`src/rtl/unidade_controle_rodadas.sv`:
```
// Round controller for the memory game: plays back the stored sequence,
// then collects and checks the player's moves with a per-move timeout.
module unidade_controle_rodadas #(
  parameter bit MOSTRA_EN  = 1'b1,
  parameter bit TIMEOUT_EN = 1'b1
) (
  input  logic       clock,
  input  logic       reset,
  input  logic       iniciar,
  input  logic       jogada,
  input  logic       botoesIgualMemoria,
  input  logic       enderecoIgualLimite,
  input  logic       fimL,
  input  logic       fimT,
  input  logic       timeout,
  output logic       zeraE,
  output logic       contaE,
  output logic       zeraL,
  output logic       contaL,
  output logic       zeraR,
  output logic       registraR,
  output logic       zeraT,
  output logic       contaT,
  output logic       mostra_leds,
  output logic       acertou,
  output logic       errou,
  output logic       pronto,
  output logic       fim_timeout,
  output logic [3:0] db_estado
);

  typedef enum logic [3:0] {
    INICIAL       = 4'h0,
    PREPARA       = 4'h1,
    INICIO_RODADA = 4'h2,
    MOSTRA        = 4'h3,
    PROX_MOSTRA   = 4'h4,
    FIM_MOSTRA    = 4'h5,
    ESPERA        = 4'h6,
    REGISTRA      = 4'h7,
    COMPARA       = 4'h8,
    PROX_JOGADA   = 4'h9,
    FIM_ACERTO    = 4'hA,
    PROX_RODADA   = 4'hB,
    FIM_TIMEOUT   = 4'hD,
    FIM_ERRO      = 4'hE
  } estado_t;

  typedef struct packed {
    logic ze;
    logic ce;
    logic zl;
    logic cl;
    logic zr;
    logic rr;
    logic zt;
    logic ct;
    logic ml;
    logic ac;
    logic er;
    logic pr;
    logic ft;
  } saida_t;

  estado_t estado;
  estado_t prox;
  saida_t  saida;

  always_comb begin
    prox = estado;
    unique case (estado)
      INICIAL:       if (iniciar) prox = PREPARA;
      PREPARA:       prox = INICIO_RODADA;
      INICIO_RODADA: prox = MOSTRA_EN ? MOSTRA : ESPERA;
      MOSTRA:        if (fimT) prox = PROX_MOSTRA;
      PROX_MOSTRA:
        prox = enderecoIgualLimite ? FIM_MOSTRA : MOSTRA;
      FIM_MOSTRA:    prox = ESPERA;
      ESPERA: begin
        if (jogada)
          prox = REGISTRA;
        else if (timeout && TIMEOUT_EN)
          prox = FIM_TIMEOUT;
      end
      REGISTRA:      prox = COMPARA;
      COMPARA: begin
        if (!botoesIgualMemoria)
          prox = FIM_ERRO;
        else if (!enderecoIgualLimite)
          prox = PROX_JOGADA;
        else if (fimL)
          prox = FIM_ACERTO;
        else
          prox = PROX_RODADA;
      end
      PROX_JOGADA:   prox = ESPERA;
      PROX_RODADA:   prox = INICIO_RODADA;
      FIM_ACERTO,
      FIM_ERRO,
      FIM_TIMEOUT:   if (iniciar) prox = PREPARA;
      default:       prox = INICIAL;
    endcase
  end

  // E is stable throughout MOSTRA, so the E==L seen on the way
  // into PROX_MOSTRA decides that state's contaE.
  function automatic saida_t decodifica(estado_t e, logic ult);
    saida_t s;
    s = '0;
    case (e)
      PREPARA: begin
        s.ze = 1'b1;
        s.zl = 1'b1;
        s.zr = 1'b1;
        s.zt = 1'b1;
      end
      INICIO_RODADA,
      FIM_MOSTRA: begin
        s.ze = 1'b1;
        s.zt = 1'b1;
      end
      MOSTRA: begin
        s.ml = 1'b1;
        s.ct = 1'b1;
      end
      PROX_MOSTRA: begin
        s.ml = 1'b1;
        s.zt = 1'b1;
        s.ce = !ult;
      end
      ESPERA:   s.ct = 1'b1;
      REGISTRA: s.rr = 1'b1;
      PROX_JOGADA: begin
        s.ce = 1'b1;
        s.zt = 1'b1;
      end
      PROX_RODADA: begin
        s.cl = 1'b1;
        s.zr = 1'b1;
      end
      FIM_ACERTO: begin
        s.pr = 1'b1;
        s.ac = 1'b1;
      end
      FIM_ERRO: begin
        s.pr = 1'b1;
        s.er = 1'b1;
      end
      FIM_TIMEOUT: begin
        s.pr = 1'b1;
        s.er = 1'b1;
        s.ft = 1'b1;
      end
      default: s = '0;
    endcase
    return s;
  endfunction

  always_ff @(posedge clock or negedge reset) begin
    if (!reset) begin
      estado <= INICIAL;
      saida  <= '0;
    end else begin
      estado <= prox;
      saida  <= decodifica(prox, enderecoIgualLimite);
    end
  end

  assign zeraE       = saida.ze;
  assign contaE      = saida.ce;
  assign zeraL       = saida.zl;
  assign contaL      = saida.cl;
  assign zeraR       = saida.zr;
  assign registraR   = saida.rr;
  assign zeraT       = saida.zt;
  assign contaT      = saida.ct;
  assign mostra_leds = saida.ml;
  assign acertou     = saida.ac;
  assign errou       = saida.er;
  assign pronto      = saida.pr;
  assign fim_timeout = saida.ft;
  assign db_estado   = estado;

endmodule

```
`config.mk`:
```
export PLATFORM = sky130hd
export DESIGN_NAME = unidade_controle_rodadas
export DESIGN_NICKNAME = d
export VERILOG_FILES = /design/src/rtl/unidade_controle_rodadas.sv
export SDC_FILE = /design/constraint.sdc
export NUM_CORES = 1
export LEC_CHECK = 0
export CAP_MARGIN = 20
export CELL_PAD_IN_SITES_DETAIL_PLACEMENT = 1
export CELL_PAD_IN_SITES_GLOBAL_PLACEMENT = 1
export CORE_UTILIZATION = 45
export CTS_CLUSTER_SIZE = 16
export DETAILED_ROUTE_END_ITERATION = 8
export DONT_BUFFER_PORTS = 1
export PLACE_DENSITY = 0.74
export SYNTH_ARGS = -nofsm -noshare
export SYNTH_HDL_FRONTEND = slang
export SYNTH_SLANG_ARGS = --single-unit
```
`constraint.sdc`:
```
create_clock -name clock -period 2.4 [get_ports clock]
set_input_delay 0.48 -clock clock [delete_from_list [all_inputs] [get_ports clock]]
set_output_delay 0.48 -clock clock [all_outputs]
set_load 0.02 [all_outputs]
```
-- Word level (Yosys, flattened, before mapping)
Index checks and enable logic that the tools add are counted.
- bits of input ports: 9
- output and inout port bits: 17
- bits in registers: 17
- reduce and logical (&&, ||, !) cells: 12
- equal/unequal tests: 25
- mux-type cells: 22
- operators by type and width (cell ; count):
    == test 4 bit, second input constant ; 11
    case mux 4 bit (9 select lines) ; 1
    == test 4 x 3 -> 1 bit, second input constant ; 8
    == test 4 x 2 -> 1 bit, second input constant ; 4
    2-to-1 mux 4 bit ; 4
    2-to-1 mux 1 bit ; 13
    OR reduction 2 bit ; 6
    == test 4 x 1 -> 1 bit, second input constant ; 2
    2-to-1 mux 3 bit ; 2
    OR reduction 3 bit ; 2
    OR reduction 5 bit ; 1
    logical NOT 4 bit ; 1
    OR reduction 4 bit ; 1
    2-to-1 mux 2 bit ; 1
    case mux 1 bit (2 select lines) ; 1
    logical NOT 1 bit ; 1

-- Depth between registers and ports, before layout
Gate-level depths: netlist (run 1).
- word-level depth: 7
- mapped depth: 8
- mapped depth without buffers: 7

-- Worst setup path before layout (run 1)
OpenSTA, ideal clock, no wires.
- path kind: flip-flop to flip-flop
- start point: register estado[3] (netlist: db_estado[3])
- end point: register saida (netlist bit zeraT)
- path slack: 0.391 ns
- library setup time: 0.131 ns
- cell stages (with the launch flop): 8
- path buffers: 1
- required time: 2.269 ns
- period minus slack after synthesis: 2.009 ns
- arrival: 1.877 ns
- cells stage by stage: dfrtp_1 buf_4 nand2_1 a21oi_2 a2111oi_4 nor3_4 a32o_1 or3b_1
- cells in the longest elaborated chain, start to end: 6
- RTL lines (item ; line ; RTL):
    from (decl) ; 65 ; estado_t estado;
    from (signal assigned) ; 164 ; estado <= prox;
    == test 4 bit, or another cell as far along ; 71 ; unique case (estado)
    OR reduction 4 bit (no line), or another cell as far along ; n/a ;
    case mux 4 bit (9 select lines) * ; 71 ;
    == test 4 x 2 -> 1 bit, or another cell as far along ; 110 ; case (e)
    OR reduction 5 bit (no line) * ; n/a ;
    2-to-1 mux 1 bit * ; 110 ;
    to (signal assigned) ; 165 ; saida <= decodifica(prox, enderecoIgualLimite);
    to (decl) ; 67 ; saida_t saida;
Every way passes the cells marked *; elsewhere a longest branch is shown, timed or not.

-- Worst setup path in the final report (run 1)
- start point: register estado[3] (netlist: db_estado[3])
- end point: register saida (netlist bit zeraT)
- cells in the longest elaborated chain, start to end: 6
- RTL lines (item ; line ; RTL):
    == test 4 bit, or another cell as far along ; 71 ;
    OR reduction 4 bit (no line) or OR reduction 2 bit (tied branches) ; n/a ;
    case mux 4 bit (9 select lines) * ; 71 ;
    named net prox[0] ; 66 ; estado_t prox;
    == test 4 x 2 -> 1 bit, or another cell as far along ; 110 ;
    OR reduction 5 bit (no line) * ; n/a ;
    2-to-1 mux 1 bit * ; 110 ;
The timed path passes the listed nets; every way through them passes the cells marked *.

==> results of run 1 <==
## per-layer routing
metal	vias to the layer above	global-route usage
met5	-	0
met2	20	0.363
met4	0	0.0441
li1	352	-
met1	357	0.264
met3	2	0.0692
## power by group through the flow
stage          Combinational [mW]  Sequential, mW  Clock (mW)
2_1_floorplan               0.913           0.594           0
3_5_place_dp                 1.11           0.627           0
3_3_place_gp                 1.08           0.624           0
5_1_grt                      1.24           0.638       0.162
6_report                     1.12           0.622       0.145
4_1_cts                      1.12           0.623       0.151
## state kept, by name, summed over array words and instances, names as in the netlist
register / flops
db_estado: 4
acertou: 1
contaE: 1
contaL: 1
contaT: 1
errou: 1
fim_timeout: 1
mostra_leds: 1
pronto: 1
registraR: 1
zeraE: 1
zeraL: 1
zeraR: 1
zeraT: 1
## kinds of logic after synthesis
logic type             after synthesis  share of synthesized area
AND/OR/NAND/NOR                     48                      0.280
AO/OA/AOI/OAI                       20                      0.220
flip-flops                          17                      0.435
buffers and inverters                9                     0.0538
multiplexers                         1                     0.0102
## worst reg2reg max path, cell delays in order, from the launching register on
cell and delay [ps]:
dfrtp_1 590, buf_4 230, nor2b_1 50, a31oi_1 260
o221ai_4 230, a32o_1 290, or3b_1 370
## through the flow
stage | std cells | total power, mW | hold WS (ps) | utilization
4_1_cts | 129 | 1.90 | 232 | 0.529
3_5_place_dp | 124 | 1.74 | 185 | 0.511
2_1_floorplan | 95 | 1.51 | 184 | -
5_1_grt | 129 | 2.04 | 228 | 0.529
3_3_place_gp | 124 | 1.70 | 185 | 0.511
6_report | 129 | 1.89 | 240 | 0.529
## cells in the final DEF (no fill, tap or decap), types with 2 or more instances in the layout
master     n
o21a_1     2
nor3_1     2
a21oi_1    4
nand2b_1   6
inv_2      4
dfrtp_1   17
buf_4      6
nor2_1    11
o211a_1    2
or3_1      3
nand2_1    7
clkbuf_4   3
nor2b_1    5
nand3b_1   3
## cell usage after synthesis (2+ instances only)
library cell,count
a21oi_1,4
nand2_1,7
buf_4,3
nand3b_1,3
dfrtp_1,17
o211a_1,2
o21a_1,2
nand2b_1,6
nor2_1,11
inv_2,4
nor3_1,2
nor2b_1,5
or3_1,3
## layout make-up
type                            count  area [µm²]
Fill cell                         225         943
Multi-Input combinational cell     69         499
Sequential cell                    17         425
Timing Repair Buffer                7        55.1
Tap cell                           27        33.8
Clock buffer                        4        26.3
Inverter                            5        18.8
## final timing paths
check,from,endpoint,slack (ps),depth (start not counted)
setup reg to reg,db_estado[3]$_DFF_PN0_,zeraT$_DFF_PN0_,250,6
hold / removal,enderecoIgualLimite,contaE$_DFF_PN0_,240,1
min in group asynchronous,reset,db_estado[0]$_DFF_PN0_,690,1
hold reg to reg,db_estado[3]$_DFF_PN0_,contaE$_DFF_PN0_,950,3
max in group asynchronous,reset,db_estado[3]$_DFF_PN0_,1240,1
setup / recovery,db_estado[3]$_DFF_PN0_,zeraT$_DFF_PN0_,250,6
## timing repair
item	in CTS	in global routing
endpoints found under the setup margin	0	0
hold endpoints to repair	17	0
hold buffers	1	0
==> run metrics, run 1 <==
status finished clean; setup violators final 0; CTS max path bufs 2; routability cong. 0.801; Rows 16; Max Slew Vio Count 0; clk_skew 8.14 ps; top cell type's share of synthesized area 0.435; Relative slew margins 0.506; Fmax achieved 464 MHz; combinational power share 0.594; Num CTS Buffers 3; Synth cell types 39; slowest stage delay, CP 590 ps; clock sink count 17; sw power 951 µW; leakage 0.465 nW; first-pass GRT wire length 3830 µm; sequential power share 0.329; CP Launch Type flip-flop; via count of the first global-routing pass 803; Post-DP Area 1020 µm²; min-delay worst type in -> reg; Via density 5.67; Seq/Total Area, Yosys 0.435; CP Buf/Inv Count 1; DRT Wirelength 2210 µm; Synth Cell Area 977 µm²; CTS H-tree lvls 1; Gate Count Post-Synth 95; setup_tns 0 ps; drt pass-1 iters 3; Hold Vio Cnt, Final 0; met3 wire len 111 µm; DIE WIDTH 48.6 µm; routed len/inst 17.2 µm; maxcap violations 0; required time worst endpoint 2560 ps; total setup buffers inserted after CTS 0; synth warn 0; Die H 48.6 µm; fin worst setup slack 246 ps; DP HPWL 1700 µm; Ports 26; Syn-to-layout area delta 8.32%; EDFF count, synth 0; top sig layer met4; I/O Buffers 0; All-Layer GR Usage 0.214; Power Dens Cells 1780 nW/µm²; initial core utilization 0.488; largest net degree at the start of global routing 18; flops & latches, synth 17; Top delay family on crit path compound AO/OA/AOI/OAI gates; vias 731; total grt overflow 0; min Tclk post-route 2150 ps; number of remaining DRC errors 0; crit path max-delay cell type dfrtp_1; Worst-Skew Late Latency 290 ps; crit-path max FO 11; Die ar. 2360 µm²; routed metal-1 wirelength 1010 µm; slew at the pin with the worst max-slew slack 739 ps; core box area 2000 µm²; Clock power frac 0.077; crit end category flip-flop; metal2 WL 1080 µm; Peak VDD IR 0.745 mV; Worst Setup Path Type reg -> reg; layout cell share with drive strength beyond 1 0.216; syn_nets 104; fin area 1060 µm²; RSZ-0062 raised after global routing no; post-CTS sizing 0; final worst path period share 0.897; mean post-synth cell area 10.3 µm²; internal power 938 µW; critical path cell sequence buf_4 > nor2b_1 > a31oi_1 > o221ai_4 > a32o_1 > or3b_1; Antenna Violating Nets Remaining 0; asr flop ratio synth 1.00; Clock Tree Root clkbuf_4; Synth area leaders dfrtp_1 (44%), nor2_1 (4.2%), nand2b_1 (3.8%); Post-synth top flop dfrtp_1; initial antenna violation count 0; Critical Path AT 2310 ps; worst slack at placement 237 ps; CTS tree yes; Clock transition at path regs 90 ps; nets 112; ant diodes 0; post-synth top area cell dfrtp_1; Switching Share 0.503; DRT iter0 DRCs 5
Power figures use the tool's default switching activity.
==> inputs of run 2 (changes only) <==
--- a/config.mk
+++ b/config.mk
@@ -8,11 +8,12 @@
 export CAP_MARGIN = 20
 export CELL_PAD_IN_SITES_DETAIL_PLACEMENT = 1
 export CELL_PAD_IN_SITES_GLOBAL_PLACEMENT = 1
-export CORE_UTILIZATION = 45
+export CORE_UTILIZATION = 46
 export CTS_CLUSTER_SIZE = 16
 export DETAILED_ROUTE_END_ITERATION = 8
 export DONT_BUFFER_PORTS = 1
-export PLACE_DENSITY = 0.74
+export GPL_ROUTABILITY_DRIVEN = 0
+export PLACE_DENSITY = 0.75
 export SYNTH_ARGS = -nofsm -noshare
 export SYNTH_HDL_FRONTEND = slang
 export SYNTH_SLANG_ARGS = --single-unit
==> run 2 against run 1 <==
  * Fmax shrank 2.6%
  * Worst setup slack lost 58 ps
  * Register-to-register slack lost 60 ps
  * Clock skew shrank 7.3 ps
  * Hold slack gained 16 ps
  * Final area is the same
  * Critical path type unchanged
  * Highest routed layer unchanged
==> run metrics, run 2 (synthesized netlist as in run 1, its figures left out) <==
RSZ-0062 raised after global routing no; Relative slew margins 0.501; Rows 16; clk_skew 0.880 ps; I/O Buffers 0; fin util 0.534; Hold Path Stages 1; metal2 WL 1100 µm; CTS max path bufs 2; initial core utilization 0.493; max FFs per register 4; Hold Vio Cnt, Final 0; crit end category flip-flop; Critical Path AT 2370 ps; routed metal-1 wirelength 1000 µm; Fmax achieved 452 MHz; Syn-to-layout area delta 8.32%; DRT Wirelength 2200 µm; DRT iter0 DRCs 13; CP Launch Type flip-flop; min-delay worst type in -> reg; most frequent cells in the layout dfrtp_1 (17), nor2_1 (11), nand2_1 (7); Antenna Violating Nets Remaining 0; Via density 5.80; required time worst endpoint 2560 ps; met3 wire len 90 µm; ant diodes 0; total grt overflow 0; Clock transition at path regs 90 ps; top sig layer met4; Finished Layout Cells 129; Worst Setup Path Type reg -> reg; Num CTS Buffers 3; Max Slew Vio Count 0; slew at the pin with the worst max-slew slack 745 ps; DP HPWL 1610 µm; setup_tns 0 ps; setup violators final 0; nets 112; initial antenna violation count 0; largest net degree at the start of global routing 18; All-Layer GR Usage 0.216; Die H 48.1 µm; routed len/inst 17.1 µm; fin area 1060 µm²; Peak VDD IR 1.01 mV; dpl cells 124; maxcap violations 0; status finished clean; most common cell after layout, fill and taps aside dfrtp_1; vias 748; DIE WIDTH 48.1 µm; Worst-Skew Late Latency 280 ps; core box area 1980 µm²; Post-DP Area 1020 µm²; final worst path period share 0.922; drt pass-1 iters 4; layout cell share with drive strength beyond 1 0.216; Power Dens Cells 1800 nW/µm²; number of remaining DRC errors 0; via count of the first global-routing pass 676; reg2reg path depth 5; min Tclk post-route 2210 ps; Die ar. 2310 µm²; crit-path max FO 15; CTS H-tree lvls 1; Clock Tree Root clkbuf_4; leakage 0.465 nW; CTS tree yes; clock sink count 17; first-pass GRT wire length 3310 µm; Ports 26
## run 2: cell counts in the layout (fill, tap and decap cells not counted)
No cell type changed its count.
## run 2: final timing paths
| check | from | to | slack, ps |
|---|---|---|---|
| hold reg to reg | db_estado[3]$_DFF_PN0_ | contaE$_DFF_PN0_ | 910 |
| setup / recovery | db_estado[1]$_DFF_PN0_ | zeraT$_DFF_PN0_ | 190 |
| min in group asynchronous | reset | acertou$_DFF_PN0_ | 700 |
| hold / removal | enderecoIgualLimite | contaE$_DFF_PN0_ | 260 |
| max in group asynchronous | reset | registraR$_DFF_PN0_ | 1240 |
| setup reg to reg | db_estado[1]$_DFF_PN0_ | zeraT$_DFF_PN0_ | 190 |
## run 2: layout make-up
| type | count | area, µm² |
|---|---|---|
| Fill cell | 232 | 923 |
| Inverter | 5 | 18.8 |
| Tap cell | 27 | 33.8 |
| Sequential cell | 17 | 425 |
| Multi-Input combinational cell | 69 | 499 |
| Timing Repair Buffer | 7 | 55.1 |
| Clock buffer | 4 | 26.3 |
## run 2: metal layers
metal  GRT usage  vias up
met2       0.338       22
met4      0.0333        0
li1            -      354
met5           0        -
met3      0.0630        2
met1       0.304      370
## run 2: power by group
| group | switching, mW | internal, mW | total [mW] |
|---|---|---|---|
| logic | 0.658 | 0.474 | 1.13 |
| clock network | 0.0803 | 0.0646 | 0.145 |
| registers | 0.226 | 0.400 | 0.626 |
| total | 0.964 | 0.939 | 1.90 |
## run 2: repair_timing
action	CTS	global route
endpoints found under the hold margin	17	0
buffers inserted	0	0
hold buffers	1	0
resized for setup	0	0
## run 2: metrics by stage
stage / power (mW) / setup slack, ps / hold WS, ps
after floorplan: 1.51 / 391 / 184
after global placement: 1.71 / 249 / 185
after detailed placement: 1.74 / 242 / 185
after CTS: 1.92 / 186 / 248
after global routing: 2.05 / 56.5 / 246
final: 1.90 / 188 / 255
## run 2: worst max-delay path: stages, from the launching register on
cell and delay [ps]:
dfrtp_1 580, nor2b_1 260, a221oi_4 350, o221ai_4 220, a32o_1 300, or3b_1 380
